<file path="src/rtl/serdes_framed.sv">
// serdes_framed: DATA_W-bit framed serializer plus self-aligning deserializer.
// Line frame = SYNC_WORD, flag bit, then a payload word when the flag is 1.
// The receiver hunts for SYNC, locks after LOCK_CNT good frames, flywheels
// through up to LOSS_CNT-1 consecutive bad markers and delivers payload words.
module serdes_framed #(
   parameter int                DATA_W    = 8,
   parameter logic [DATA_W-1:0] SYNC_WORD = 8'h81,
   parameter bit                MSB_FIRST = 1'b1,
   parameter int                LOCK_CNT  = 2,
   parameter int                LOSS_CNT  = 3
) (
   input  logic              clk,
   input  logic              reset,
   input  logic [DATA_W-1:0] tx_data,
   input  logic              tx_valid,
   output logic              tx_ready,
   output logic              ser_out,
   input  logic              ser_in,
   input  logic              loopback,
   output logic [DATA_W-1:0] rx_data,
   output logic              rx_valid,
   output logic              rx_locked,
   output logic              sync_err
);

   localparam int              CW        = $clog2(DATA_W);
   localparam logic [CW-1:0]   BIT_LAST  = CW'(DATA_W - 1);
   localparam int              GW        = $clog2(LOCK_CNT + 1);
   localparam logic [GW-1:0]   GOOD_MAX  = GW'(LOCK_CNT);
   localparam int              MW        = $clog2(LOSS_CNT + 1);
   localparam logic [MW-1:0]   MISS_MAX  = MW'(LOSS_CNT);

   typedef enum logic [1:0] {T_SYNC = 2'd0, T_FLAG = 2'd1, T_DATA = 2'd2} tx_state_t;
   typedef enum logic [1:0] {R_HUNT = 2'd0, R_FLAG = 2'd1, R_DATA = 2'd2, R_CHECK = 2'd3} rx_state_t;

   // Line bit number idx of a word, honouring the configured bit order.
   function automatic logic line_bit(input logic [DATA_W-1:0] word, input logic [CW-1:0] idx);
      logic b;
      if (MSB_FIRST) b = word[BIT_LAST - idx];
      else           b = word[idx];
      return b;
   endfunction

   tx_state_t         tx_state_q, tx_state_d;
   logic [CW-1:0]     tx_cnt_q, tx_cnt_d;
   logic [DATA_W-1:0] tx_shift_q, tx_shift_d;
   logic [DATA_W-1:0] hold_data_q, hold_data_d;
   logic              hold_full_q, hold_full_d;
   logic              tx_ready_q, tx_ready_d;
   logic              ser_out_q, ser_out_d;

   rx_state_t         rx_state_q, rx_state_d;
   logic [CW-1:0]     rx_cnt_q, rx_cnt_d;
   logic [DATA_W-1:0] sr_q, sr_d;
   logic [GW-1:0]     good_q, good_d;
   logic [MW-1:0]     miss_q, miss_d;
   logic [DATA_W-1:0] rx_data_q, rx_data_d;
   logic              rx_valid_q, rx_valid_d;
   logic              rx_locked_q, rx_locked_d;
   logic              sync_err_q, sync_err_d;

   logic              accept_s;
   logic              rx_bit_s;
   logic              sync_hit_s;

   // Next-state logic for the transmit framer and the receive aligner.
   always_comb begin
      tx_state_d  = tx_state_q;
      tx_cnt_d    = tx_cnt_q;
      tx_shift_d  = tx_shift_q;
      hold_data_d = hold_data_q;
      hold_full_d = hold_full_q;
      ser_out_d   = ser_out_q;
      rx_state_d  = rx_state_q;
      rx_cnt_d    = rx_cnt_q;
      good_d      = good_q;
      miss_d      = miss_q;
      rx_data_d   = rx_data_q;
      rx_valid_d  = 1'b0;
      rx_locked_d = rx_locked_q;
      sync_err_d  = 1'b0;

      // Holding register: tx_data is only captured on a handshake.
      accept_s = tx_valid && tx_ready_q;
      if (accept_s) begin
         hold_full_d = 1'b1;
         hold_data_d = tx_data;
      end else begin
         hold_data_d = hold_data_q;
      end

      case (tx_state_q)
         T_SYNC: begin
            ser_out_d = line_bit(SYNC_WORD, tx_cnt_q);
            if (tx_cnt_q == BIT_LAST) begin
               tx_cnt_d   = '0;
               tx_state_d = T_FLAG;
            end else begin
               tx_cnt_d = tx_cnt_q + CW'(1);
            end
         end
         T_FLAG: begin
            ser_out_d = hold_full_q;
            tx_cnt_d  = '0;
            if (hold_full_q) begin
               tx_shift_d  = hold_data_q;
               hold_full_d = 1'b0;
               tx_state_d  = T_DATA;
            end else begin
               tx_state_d = T_SYNC;
            end
         end
         T_DATA: begin
            ser_out_d = line_bit(tx_shift_q, tx_cnt_q);
            if (tx_cnt_q == BIT_LAST) begin
               tx_cnt_d   = '0;
               tx_state_d = T_SYNC;
            end else begin
               tx_cnt_d = tx_cnt_q + CW'(1);
            end
         end
         default: begin
            ser_out_d  = 1'b0;
            tx_cnt_d   = '0;
            tx_state_d = T_SYNC;
         end
      endcase
      tx_ready_d = !hold_full_d;

      // Receive shift register always holds the last DATA_W line bits as a word.
      rx_bit_s = loopback ? ser_out_q : ser_in;
      if (MSB_FIRST) sr_d = {sr_q[DATA_W-2:0], rx_bit_s};
      else           sr_d = {rx_bit_s, sr_q[DATA_W-1:1]};
      sync_hit_s = (sr_d == SYNC_WORD);

      case (rx_state_q)
         R_HUNT: begin
            rx_cnt_d = '0;
            if (sync_hit_s) begin
               good_d     = GW'(1);
               rx_state_d = R_FLAG;
            end else begin
               rx_state_d = R_HUNT;
            end
         end
         R_FLAG: begin
            rx_cnt_d   = '0;
            rx_state_d = rx_bit_s ? R_DATA : R_CHECK;
         end
         R_DATA: begin
            if (rx_cnt_q == BIT_LAST) begin
               rx_cnt_d   = '0;
               rx_data_d  = sr_d;
               rx_valid_d = rx_locked_q;
               rx_state_d = R_CHECK;
            end else begin
               rx_cnt_d = rx_cnt_q + CW'(1);
            end
         end
         R_CHECK: begin
            if (rx_cnt_q != BIT_LAST) begin
               rx_cnt_d = rx_cnt_q + CW'(1);
            end else if (sync_hit_s) begin
               rx_cnt_d   = '0;
               good_d     = (good_q >= GOOD_MAX) ? GOOD_MAX : good_q + GW'(1);
               miss_d     = '0;
               rx_locked_d = rx_locked_q || (good_d >= GOOD_MAX);
               rx_state_d = R_FLAG;
            end else if (!rx_locked_q) begin
               rx_cnt_d   = '0;
               good_d     = '0;
               rx_state_d = R_HUNT;
            end else begin
               // Locked: report the bad marker, drop lock only after LOSS_CNT in a row.
               rx_cnt_d   = '0;
               sync_err_d = 1'b1;
               if (miss_q + MW'(1) >= MISS_MAX) begin
                  rx_locked_d = 1'b0;
                  good_d      = '0;
                  miss_d      = '0;
                  rx_state_d  = R_HUNT;
               end else begin
                  miss_d     = miss_q + MW'(1);
                  rx_state_d = R_FLAG;
               end
            end
         end
         default: begin
            rx_cnt_d   = '0;
            rx_state_d = R_HUNT;
         end
      endcase
   end

   // State and output registers; reset clears everything immediately.
   always_ff @(posedge clk or posedge reset) begin
      if (reset) begin
         tx_state_q  <= T_SYNC;
         tx_cnt_q    <= '0;
         tx_shift_q  <= '0;
         hold_data_q <= '0;
         hold_full_q <= 1'b0;
         tx_ready_q  <= 1'b0;
         ser_out_q   <= 1'b0;
         rx_state_q  <= R_HUNT;
         rx_cnt_q    <= '0;
         sr_q        <= '0;
         good_q      <= '0;
         miss_q      <= '0;
         rx_data_q   <= '0;
         rx_valid_q  <= 1'b0;
         rx_locked_q <= 1'b0;
         sync_err_q  <= 1'b0;
      end else begin
         tx_state_q  <= tx_state_d;
         tx_cnt_q    <= tx_cnt_d;
         tx_shift_q  <= tx_shift_d;
         hold_data_q <= hold_data_d;
         hold_full_q <= hold_full_d;
         tx_ready_q  <= tx_ready_d;
         ser_out_q   <= ser_out_d;
         rx_state_q  <= rx_state_d;
         rx_cnt_q    <= rx_cnt_d;
         sr_q        <= sr_d;
         good_q      <= good_d;
         miss_q      <= miss_d;
         rx_data_q   <= rx_data_d;
         rx_valid_q  <= rx_valid_d;
         rx_locked_q <= rx_locked_d;
         sync_err_q  <= sync_err_d;
      end
   end

   assign tx_ready  = tx_ready_q;
   assign ser_out   = ser_out_q;
   assign rx_data   = rx_data_q;
   assign rx_valid  = rx_valid_q;
   assign rx_locked = rx_locked_q;
   assign sync_err  = sync_err_q;

endmodule
</file>
<file path="config.mk">
export PLATFORM = sky130hd
export DESIGN_NAME = serdes_framed
export DESIGN_NICKNAME = d
export VERILOG_FILES = /design/src/rtl/serdes_framed.sv
export SDC_FILE = /design/constraint.sdc
export NUM_CORES = 1
export LEC_CHECK = 0
export CAP_MARGIN = 0
export CORE_AREA = 2 2 66 68
export CTS_BUF_LIST = sky130_fd_sc_hd__clkbuf_4
export CTS_CLUSTER_DIAMETER = 40
export DETAILED_ROUTE_END_ITERATION = 8
export DIE_AREA = 0 0 68 70
export PLACE_DENSITY = 0.76
export SYNTH_ARGS = -nofsm -noshare
export SYNTH_HDL_FRONTEND = slang
export SYNTH_SLANG_ARGS = --single-unit
</file>
<file path="constraint.sdc">
create_clock -name clk -period 3.1 [get_ports clk]
set_input_delay 0.775 -clock clk [delete_from_list [all_inputs] [get_ports clk]]
set_output_delay 0.775 -clock clk [all_outputs]
set_load 0.01 [all_outputs]
</file>
# ---- Word-level counts from Yosys, hierarchy flattened
# Memories as Yosys holds them, arrays and structs flattened.
# Index checks and enable logic that the tools add are counted.
# W data, S select, Z words.
dict set report word_totals {
  memories 1
  elab_cells 102
  ff_bits 51
  mem_bits_ro 8
}
# name words word_bits rd rd_ports_with_merged_regs write_ports line
set mem_list {}
lappend mem_list {{(no name shown)} 8 1 1 0 0 39} ;# if (MSB_FIRST) b = word[BIT_LAST - idx];
dict set report op_classes {
  mux 44
  n_lt_le_gt_ge 4
  n_reduce_logical 16
  bitwise 1
  addsub 5
  n_eq_ne 15
}
# cell n
set ops {}
lappend ops {{$mux W2} 14}
lappend ops {{$mux W1} 20}
lappend ops {{$mux W3} 4}
lappend ops {{$ne A2 B2 Y1 const B} 5}
lappend ops {{$reduce_and A2 Y1} 5}
lappend ops {{$pmux W3 S3} 1}
lappend ops {{$eq A8 B8 Y1 const B} 1}
lappend ops {{$pmux W2 S4} 1}
lappend ops {{$add A3 B1 Y3 const B} 2}
lappend ops {{$eq A2 B2 Y1 const B} 3}
lappend ops {{$eq A3 B3 Y1 const B} 2}
lappend ops {{$ge A2 B2 Y1 const B} 3}
lappend ops {{$pmux W2 S3} 1}
lappend ops {{$add A2 B1 Y2 const B} 2}
lappend ops {{$eq A2 B1 Y1 const B} 2}
lappend ops {{$logic_not A2 Y1} 2}
lappend ops {{$lt A3 B4 Y1 const B} 1}
lappend ops {{$ne A4 B4 Y1 const B} 1}
lappend ops {{$pmux W2 S2} 1}
lappend ops {{$reduce_and A4 Y1} 1}
lappend ops {{$reduce_bool A2 Y1} 2}
lappend ops {{$reduce_or A2 Y1} 2}
lappend ops {{$bmux W1 S3} 1}
lappend ops {{$ne A3 B3 Y1 const B} 1}
lappend ops {{7 further kinds} 7}

# ---- Longest topological paths before layout
# Gate-level depths: netlist of the first run.
dict set report logic_depth {
  depth_word 7
  depth_mapped 7
  depth_no_buf 6
}

# ---- Worst setup path before layout of the first run
# Ideal clock, no wire load.
dict set report synth_path {
  path_type {input port to flip-flop}
  startpoint {input loopback}
  endpoint {register miss_q[0]}
  path_slack_ns 1.143
  path_buffers 0
  stages 4
  t_required_ns 2.975
  setup_ns 0.125
  arrival_ns 1.832
  path_cell_list {mux2i_1 -> or3_4 -> and4b_1 -> mux2_2}
}
dict set report synth_between {
  elab_chain_cells 4
  elab_cells_between_ends 5
  cone_classes {1 x eq/ne; 2 x mux; 2 x reduce/logical}
}
# element line
set synth_rtl {}
lappend synth_rtl {{start, declared} 19} ;# input logic loopback,
lappend synth_rtl {{$mux W1 *} 131} ;# rx_bit_s = loopback ? ser_out_q : ser_in;
lappend synth_rtl {{$eq A8 B8 Y1 *} 134} ;# sync_hit_s = (sr_d == SYNC_WORD);
lappend synth_rtl {{$reduce_bool A2 Y1 (no source line)} -}
lappend synth_rtl {{$reduce_and A3 Y1 (no source line)} -}
lappend synth_rtl {{end signal, assigned} 226} ;# miss_q <= miss_d;
lappend synth_rtl {{end, declared} 56} ;# logic [MW-1:0] miss_q, miss_d;
# Mark *: on every way between the ends. The rest lies on a longest branch, timed or not.
# A chain may end at the register's enable or synchronous reset.

# ---- Worst setup path in the final report of the first run
dict set report layout_path {
  startpoint {register rx_locked_q (netlist: rx_locked)}
  endpoint {output rx_locked}
}
# element line
set layout_rtl {}
lappend layout_rtl {{start, declared} 59} ;# logic rx_locked_q, rx_locked_d;
lappend layout_rtl {{start signal, assigned} 229} ;# rx_locked_q <= rx_locked_d;
lappend layout_rtl {{end, declared} 22} ;# output logic rx_locked,
# No word-level cell between the ends.

==> results_tabular.tex, run 1 <==
\begin{tabular}{lr}
\hline
Metric & Value \\
\hline
\multicolumn{2}{l}{\textbf{Yosys}} \\
\quad Top post-synthesis cells by area & dfrtp\_1, mux2\_2, ha\_1 \\
\quad Number of enable flip-flop cells after synthesis & 0 \\
\quad Number of warnings issued by yosys & 0 \\
\quad Number of distinct library cell variants in the gate-level netlist after synthesis & 34 \\
\quad Area leader, netlist & dfrtp\_1 \\
\quad Cell area after synthesis & 2123 um2 \\
\quad Commonest register cell after synthesis & dfrtp\_1 \\
\quad Portion of synthesized cell area occupied by the leading cell type & $\sim$60\% \\
\quad Syn avg cell area & about 13 um2 \\
\quad Count of state elements after synthesis & 51 \\
\quad Proportion of synthesized flip-flops having asynchronous set or reset & between 90\% and 100\% \\
\quad Part of the Yosys area used for sequential elements & 60.11\% \\
\quad Net count of the mapped netlist & around 180 \\
\quad Count of mapped cells out of synthesis & 158 \\
\multicolumn{2}{l}{\textbf{Timing}} \\
\quad Hold Vio Cnt, Final & 0 \\
\quad Min Tclk post-route & around 2.2 ns \\
\quad Number of max-slew violations in the final report & 0 \\
\quad Worst Clk Skew & 0.008519 ns \\
\quad Transition time of the tightest slew-check pin & between 0.6 and 0.7 ns \\
\quad Setup repair after global routing missed its margin & no \\
\quad Number of setup violations in the final report & 0 \\
\quad Max Clock Freq & 454.8 MHz \\
\quad Worst slew slack as a fraction of its limit & between 50\% and 60\% \\
\quad Share of the clock period used by the worst path after layout & 70.93\% \\
\quad Setup tns final & 0 ns \\
\multicolumn{2}{l}{\textbf{Power and ir drop}} \\
\quad Cell internal pwr & about 1.3 mW \\
\quad Sequential cell fraction of total power & approximately 55\% \\
\quad Switching part of the total power & about a third \\
\quad Total power per unit cell area & approximately 750 nW/um2 \\
\quad P\_leak & 1.161 nW \\
\quad Switching power summed over all nets & approximately 590 uW \\
\quad Proportion of power drawn by the clock network & between 10\% and 20\% \\
\quad Combinational cell fraction of total power & between 30\% and 40\% \\
\quad Worst IR Drop VDD & between 0.3 and 0.4 mV \\
\multicolumn{2}{l}{\textbf{Cells and area}} \\
\quad Antenna diodes & 0 \\
\quad Post-route cell area & approximately 2500 um2 \\
\quad Fraction of layout cells with a size suffix above 1 & between 20\% and 30\% \\
\quad Top library cells by usage in the layout, fill and taps aside & dfrtp\_1, clkdlybuf4s50\_1, mux2\_2 \\
\quad Most common cell after layout, fill and taps aside & dfrtp\_1 \\
\quad Area delta synth->final & 17.03\% \\
\quad Fin nets & around 210 \\
\multicolumn{2}{l}{\textbf{Floorplanning}} \\
\quad Starting Density & between 50\% and 60\% \\
\quad Die Height & 70 um \\
\quad Width of the chip & around 68 um \\
\quad Core region area & $\sim$4100 um2 \\
\quad Std cell rows & 24 \\
\quad Die Outline Area & around 4800 um2 \\
\quad Boundary pin count & 26 \\
\multicolumn{2}{l}{\textbf{Worst setup path}} \\
\quad Cell Chain, Critical Path & clkdlybuf4s50\_1 \\
\quad Top cell family by delay on the critical path & buffers and inverters \\
\quad Critical path buffers and inverters & 1 \\
\quad Crit-path max FO & 8 \\
\quad Data arrival time of the worst path & between 1 and 1.5 ns \\
\quad Max stage delay cell, worst path & clkdlybuf4s50\_1 \\
\quad CP Class & reg2out \\
\quad Capture point of the worst reg-to-reg path & miss\_q[0] \\
\quad Worst reg2reg startpoint & sr\_q[0] \\
\quad Register-to-Register Setup Slack & between 1 and 1.5 ns \\
\quad Critical Path RT & approximately 2.3 ns \\
\quad Worst R2R Path Depth & 4 \\
\quad Endpoint class of the critical path & output port \\
\quad Worst Setup Start Kind & flip-flop \\
\quad Largest stage delay, worst path & 0.58 ns \\
\multicolumn{2}{l}{\textbf{Clock network}} \\
\quad Clock Root Buffer & clkbuf\_4 \\
\quad CTS Buffer Depth & 2 \\
\quad Sink Count & slightly above 50 \\
\quad Number of H-tree branching levels & 2 \\
\quad Clock insertion delay at the later pin of the skew report & around 0.36 ns \\
\quad Post-CTS sizing & 0 \\
\quad Register clock-pin slew on the reported worst setup and hold paths & 0.13 ns \\
\quad Hold bufs inserted after CTS & 0 \\
\quad CTS tree & built \\
\quad Total CTS buffers & 5 \\
\quad \# Post-CTS Setup Buffers & 0 \\
\multicolumn{2}{l}{\textbf{Detailed routing}} \\
\quad Count of antenna-violating nets left after detailed routing & 0 \\
\quad DRC violation count after routing & 0 \\
\quad Number of DRC markers in iteration 0 & roughly 120 \\
\quad Total via count after detailed routing & approximately 1300 \\
\quad Wire per inst & around 15 um \\
\quad First-pass iteration count of the detailed router & 4 \\
\quad Vias per Instance & 5.338 \\
\quad Final wirelength & $\sim$3.6 mm \\
\multicolumn{2}{l}{\textbf{Min path}} \\
\quad Hold worst-path end & sr\_q[5] \\
\quad Worst hold path startpoint & sr\_q[4] \\
\quad Count of cells along the worst hold path & 0 \\
\quad Type of the tightest min-delay check & reg2reg \\
\multicolumn{2}{l}{\textbf{Run status}} \\
\quad Run status & completed \\
\multicolumn{2}{l}{\textbf{GRT}} \\
\quad Via count of the first global-routing pass & 1324 \\
\quad Congestion Overflow GR & 0 \\
\quad Antenna violations before repair & 0 \\
\quad Largest net degree at the start of global routing & 33 \\
\quad GR Util All Layers & $\sim$17\% \\
\quad First-pass GRT wire length & 6.127 mm \\
\multicolumn{2}{l}{\textbf{Place}} \\
\quad Placed cell areas & between 2000 and 2500 um2 \\
\quad Detail Placement HPWL & 2.677 mm \\
\quad Count of port buffers added during placement & 25 \\
\quad Routability congestion estimate from global placement & 0.8009 \\
\multicolumn{2}{l}{\textbf{Run}} \\
\quad Max capacitance violation total & 0 \\
\hline
\end{tabular}
final cells by class:
type / instances / area [um2]
repair buffers: 27 / 265.3
fillers: 330 / 1659
clock inverters: 2 / 8.758
well taps: 52 / 65.06
inverters: 10 / 37.54
clock buffers: 5 / 37.54
flip-flops and latches: 51 / 1276
multi-input cells: 93 / 794.5
cells by family (layout without fill, tap and decap cells):
| logic type | count (synthesis) | in the layout | share of synthesized area, % |
|---|---|---|---|
| multiplexers | 29 | 29 | 16.26 |
| AO/OA/AOI/OAI | 21 | 21 | 6.365 |
| adder cells (fa/ha/maj) | 10 | 10 | 5.893 |
| flip-flops | 51 | 51 | 60.11 |
| AND/OR/NAND/NOR | 33 | 33 | 8.899 |
| buffers and inverters | 14 | 44 | 2.475 |
metal layers:
layer | GRT usage [%] | routed length (um) | up-vias
li1 | - | - | 613
met1 | 23.68 | 1633 | 635
met2 | 25.57 | 1726 | 26
met3 | 5.797 | 129 | 7
met4 | 7.556 | 70 | 0
met5 | 0 | 0 | -
synth_stat cells, types with 2 or more instances:
cell / count
nor2_1: 2
a31oi_1: 4
nor3_1: 4
nor2b_1: 5
o21ai_0: 7
mux2_2: 24
and2_1: 2
nand2_1: 10
ha_1: 10
dfrtp_1: 51
clkbuf_1: 3
mux2i_1: 3
mux4_2: 2
a21oi_1: 2
inv_1: 10
sequential cells by signal (all words and copies together), names as in the netlist:
name / cells
hold_data_q: 8
rx_data: 8
tx_shift_q: 8
sr_q: 7
rx_cnt_q: 3
tx_cnt_q: 3
good_q: 2
miss_q: 2
rx_state_q: 2
tx_state_q: 2
hold_full_q: 1
rx_locked: 1
rx_valid: 1
ser_out: 1
sync_err: 1
tx_ready: 1
stage by stage:
step | worst slack, ns | hold WS, ns | instances | power [mW] | util [%]
final | 0.9011 | 0.4203 | 240 | 1.869 | 59.96
after global routing | 0.8168 | 0.4392 | 240 | 2.026 | 59.96
after CTS | 0.8856 | 0.4237 | 240 | 1.890 | 59.96
after detailed placement | 0.5547 | 0.3935 | 233 | 1.618 | 58.85
after global placement | 0.6348 | 0.3814 | 233 | 1.560 | 58.85
after floorplan | 1.095 | 0.3626 | 158 | 1.435 | -
power by group through the flow:
stage | logic (mW) | clock network, mW | registers [mW]
6_report | 0.570 | 0.268 | 1.03
5_1_grt | 0.654 | 0.311 | 1.06
4_1_cts | 0.575 | 0.283 | 1.03
3_5_place_dp | 0.571 | 0 | 1.05
3_3_place_gp | 0.533 | 0 | 1.03
2_1_floorplan | 0.436 | 0 | 0.999
worst max path at each step:
stage,endpoint,slack (ns),from,cells after the start
6_report,rx_locked,0.90,rx_locked,1
3_3_place_gp,miss_q[0],0.63,loopback,5
4_1_cts,rx_locked,0.89,rx_locked,1
2_1_floorplan,good_q[0],1.10,reset,1
3_5_place_dp,miss_q[0],0.55,loopback,5
5_1_grt,rx_locked,0.82,rx_locked,1
(Power assumes the default switching activity.)
==> run 2, diff against run 1 <==
Settings changed: CORE_AREA 2 2 66 68 to 2 2 68 70, DIE_AREA 0 0 68 70 to 0 0 70 72, PLACE_DENSITY 0.76 to 0.75.
Clock period 3.1 ns to 1.85 ns, I/O delays scaled along.
==> results_tabular.tex, run 2 (synthesis results as in run 1) <==
\begin{tabular}{lr}
\hline
Metric & Value \\
\hline
\multicolumn{2}{l}{\textbf{GRT}} \\
\quad Congestion Overflow GR & 0 (unchanged) \\
\quad First-pass GRT wire length & 6.451 mm (+5.3\%) \\
\quad GR Util All Layers & 16.33\% (-1.2 points) \\
\quad Largest net degree at the start of global routing & 52 (+58\%) \\
\quad Antenna violations before repair & 0 (unchanged) \\
\quad Via count of the first global-routing pass & 1401 (+5.8\%) \\
\multicolumn{2}{l}{\textbf{Timing}} \\
\quad Setup repair after global routing missed its margin & yes \\
\quad Min Tclk post-route & between 1.5 and 2 ns \\
\quad Number of setup violations in the final report & 1 (+1) \\
\quad Share of the clock period used by the worst path after layout & 100.1\% \\
\quad Worst path setup slack after routing & -0.002531 ns (-0.9037 ns) \\
\quad Max Clock Freq & approximately 540 MHz \\
\quad Worst Clk Skew & 0.01019 ns (+0.001673 ns) \\
\quad Worst slew slack as a fraction of its limit & 63.57\% (+6.9 points) \\
\quad Hold Vio Cnt, Final & 0 (unchanged) \\
\quad Number of max-slew violations in the final report & 0 (unchanged) \\
\quad Transition time of the tightest slew-check pin & 0.5327 ns (-0.1159 ns) \\
\multicolumn{2}{l}{\textbf{Worst setup path}} \\
\quad Data arrival time of the worst path & 2.12 ns (+0.70 ns) \\
\quad Capture point of the worst reg-to-reg path & miss\_q[0] \\
\quad Register-to-Register Setup Slack & -0.003 ns (-1.14 ns) \\
\quad Timing endpoint of the critical path & miss\_q[0] \\
\quad Cell Chain, Critical Path & or4b\_4, or3\_4, and4b\_1, mux2\_2 \\
\quad Worst R2R Path Depth & 4 (unchanged) \\
\quad Max stage delay cell, worst path & or4b\_4 \\
\quad CP Class & reg2reg \\
\quad Worst reg2reg startpoint & sr\_q[0] \\
\quad Startpoint of the most critical setup path & sr\_q[0] \\
\quad Worst Setup Start Kind & flip-flop \\
\quad Largest stage delay, worst path & 0.53 ns (-0.05 ns) \\
\quad Endpoint class of the critical path & flip-flop \\
\quad Critical Path RT & 2.12 ns (-0.20 ns) \\
\quad Crit-path max FO & 3 (-5) \\
\multicolumn{2}{l}{\textbf{Clock network}} \\
\quad Register clock-pin slew on the reported worst setup and hold paths & 0.14 ns (about the same) \\
\quad CTS Buffer Depth & 2 (unchanged) \\
\quad Hold bufs inserted after CTS & 0 (unchanged) \\
\quad Sink Count & 51 (unchanged) \\
\quad Clock insertion delay at the later pin of the skew report & 0.36 ns (about the same) \\
\quad Clock Root Buffer & clkbuf\_4 \\
\quad Number of H-tree branching levels & 2 (unchanged) \\
\quad Total CTS buffers & 5 (unchanged) \\
\quad CTS tree & built \\
\multicolumn{2}{l}{\textbf{Floorplanning}} \\
\quad Width of the chip & 70 um (+2.9\%) \\
\quad Core region area & 4264 um2 (+2.9\%) \\
\quad Boundary pin count & 26 (unchanged) \\
\quad Std cell rows & 24 (unchanged) \\
\quad Die Height & 72 um (+2.9\%) \\
\quad Starting Density & 49.79\% (-1.4 points) \\
\quad Die Outline Area & 5040 um2 (+5.9\%) \\
\multicolumn{2}{l}{\textbf{Detailed routing}} \\
\quad Total via count after detailed routing & 1329 (+3.7\%) \\
\quad Wire per inst & 14.44 um (-2.7\%) \\
\quad First-pass iteration count of the detailed router & 4 (unchanged) \\
\quad Count of antenna-violating nets left after detailed routing & 0 (unchanged) \\
\quad DRC violation count after routing & 0 (unchanged) \\
\quad Number of DRC markers in iteration 0 & 55 (-53\%) \\
\quad Final wirelength & 3.653 mm (+2.6\%) \\
\quad Vias per Instance & 5.253 (-1.6\%) \\
\multicolumn{2}{l}{\textbf{Cells and area}} \\
\quad Most common cell after layout, fill and taps aside & dfrtp\_1 \\
\quad Number of fill cells & 329 (-0.30\%) \\
\quad Fin nets & 223 (+5.7\%) \\
\quad Post-route cell area & 2638 um2 (+6.1\%) \\
\quad Top library cells by usage in the layout, fill and taps aside & dfrtp\_1, clkdlybuf4s50\_1, mux2\_2 \\
\quad Core utilization of the finished layout & 61.85\% (+1.9 points) \\
\quad Fraction of layout cells with a size suffix above 1 & 26.87\% (+6.1 points) \\
\quad Area delta synth->final & 24.22\% \\
\quad Antenna diodes & 0 (unchanged) \\
\multicolumn{2}{l}{\textbf{Power and ir drop}} \\
\quad Cell internal pwr & 2.382 mW (+86\%) \\
\quad Switching power summed over all nets & 1.012 mW (+72\%) \\
\quad P\_leak & 1.241 nW (+6.9\%) \\
\quad Sequential cell fraction of total power & 50.4\% (-4.8 points) \\
\quad Proportion of power drawn by the clock network & 17.9\% (+3.6 points) \\
\quad Worst IR Drop VDD & 0.7093 mV (+93\%) \\
\quad Switching part of the total power & 29.81\% (-1.7 points) \\
\quad Total power per unit cell area & 1287 nW/um2 (+71\%) \\
\quad Combinational cell fraction of total power & 31.6\% (+1.1 points) \\
\multicolumn{2}{l}{\textbf{Place}} \\
\quad Count of port buffers added during placement & 25 (unchanged) \\
\quad Worst slack after detailed placement & -0.1954 ns (-0.7501 ns) \\
\quad Detail Placement HPWL & 2.621 mm (-2.1\%) \\
\quad Routability congestion estimate from global placement & 0.7331 (-8.5\%) \\
\quad Placed cell areas & 2516 um2 (+3.2\%) \\
\multicolumn{2}{l}{\textbf{Min path}} \\
\quad Type of the tightest min-delay check & reg2reg \\
\quad Count of cells along the worst hold path & 0 (unchanged) \\
\multicolumn{2}{l}{\textbf{Run status}} \\
\quad Run status & complete, but fails checks \\
\quad Violations in the final reports & negative setup slack \\
\multicolumn{2}{l}{\textbf{Run}} \\
\quad Max capacitance violation total & 0 (unchanged) \\
\hline
\end{tabular}
==> run 2: cell count changes in the layout (fill, tap and decap cells not counted), sizes merged <==
cell / change
buf: +12
bufinv: +1
==> run 2: per-stage QoR <==
stage          power [mW]  std cells   TNS (ns)  hold slack (ns)
3_3_place_gp        2.681        240    -0.5395           0.3767
6_report            3.394        253  -0.002531           0.3965
4_1_cts             3.400        249          0           0.3894
3_5_place_dp        2.779        240    -0.7057           0.3759
5_1_grt             3.652        253   -0.03186           0.4222
2_1_floorplan       2.404        158          0           0.3626
==> run 2: worst max-delay path, delay by kind of cell (launching register included) <==
kind / cells / cell delay [ns]
muxes: 1 / 0.26
DFF: 1 / 0.40
and+or+nand+nor: 3 / 1.09
==> run 2: how the worst min path moves through the flow <==
stage | startpoint | to
floorplan | sr_q[4] | sr_q[5]
global placement | sr_q[2] | sr_q[3]
detailed placement | sr_q[4] | sr_q[5]
CTS | sr_q[4] | sr_q[5]
global route | sr_q[4] | sr_q[5]
finish | sr_q[4] | sr_q[5]
==> run 2: area by class of cell <==
type / count / area, um2 / area share (%)
inverter: 10 / 37.54 / 1.423
clock buffer: 5 / 37.54 / 1.423
sequential: 51 / 1277 / 48.43
multi-input combinational: 93 / 800.8 / 30.36
clock inverter: 3 / 38.79 / 1.471
timing repair buffer: 39 / 380.4 / 14.42
tap: 52 / 65.06 / 2.467
==> run 2: power groups by stage <==
stage	Combinational (mW)	Clock, mW	Sequential (mW)
global route	1.21	0.681	1.76
CTS	1.05	0.631	1.72
finish	1.07	0.609	1.71
floorplan	0.730	0	1.67
global placement	0.967	0	1.71
detailed placement	1.03	0	1.74
==> run 2: repair_timing <==
item	in CTS	in global routing
setup endpoints to repair	3	4
pin swaps	1	1
setup buffers	1	4
gates cloned	0	0
gates resized for setup	1	1
==> run 2: layer usage <==
metal / global-route usage [%] / part of all wire (%)
met1: 20.47 / 45
met2: 27.30 / 51
met3: 4.444 / 3.0
met4: 6.410 / 1.6
met5: 0 / 0
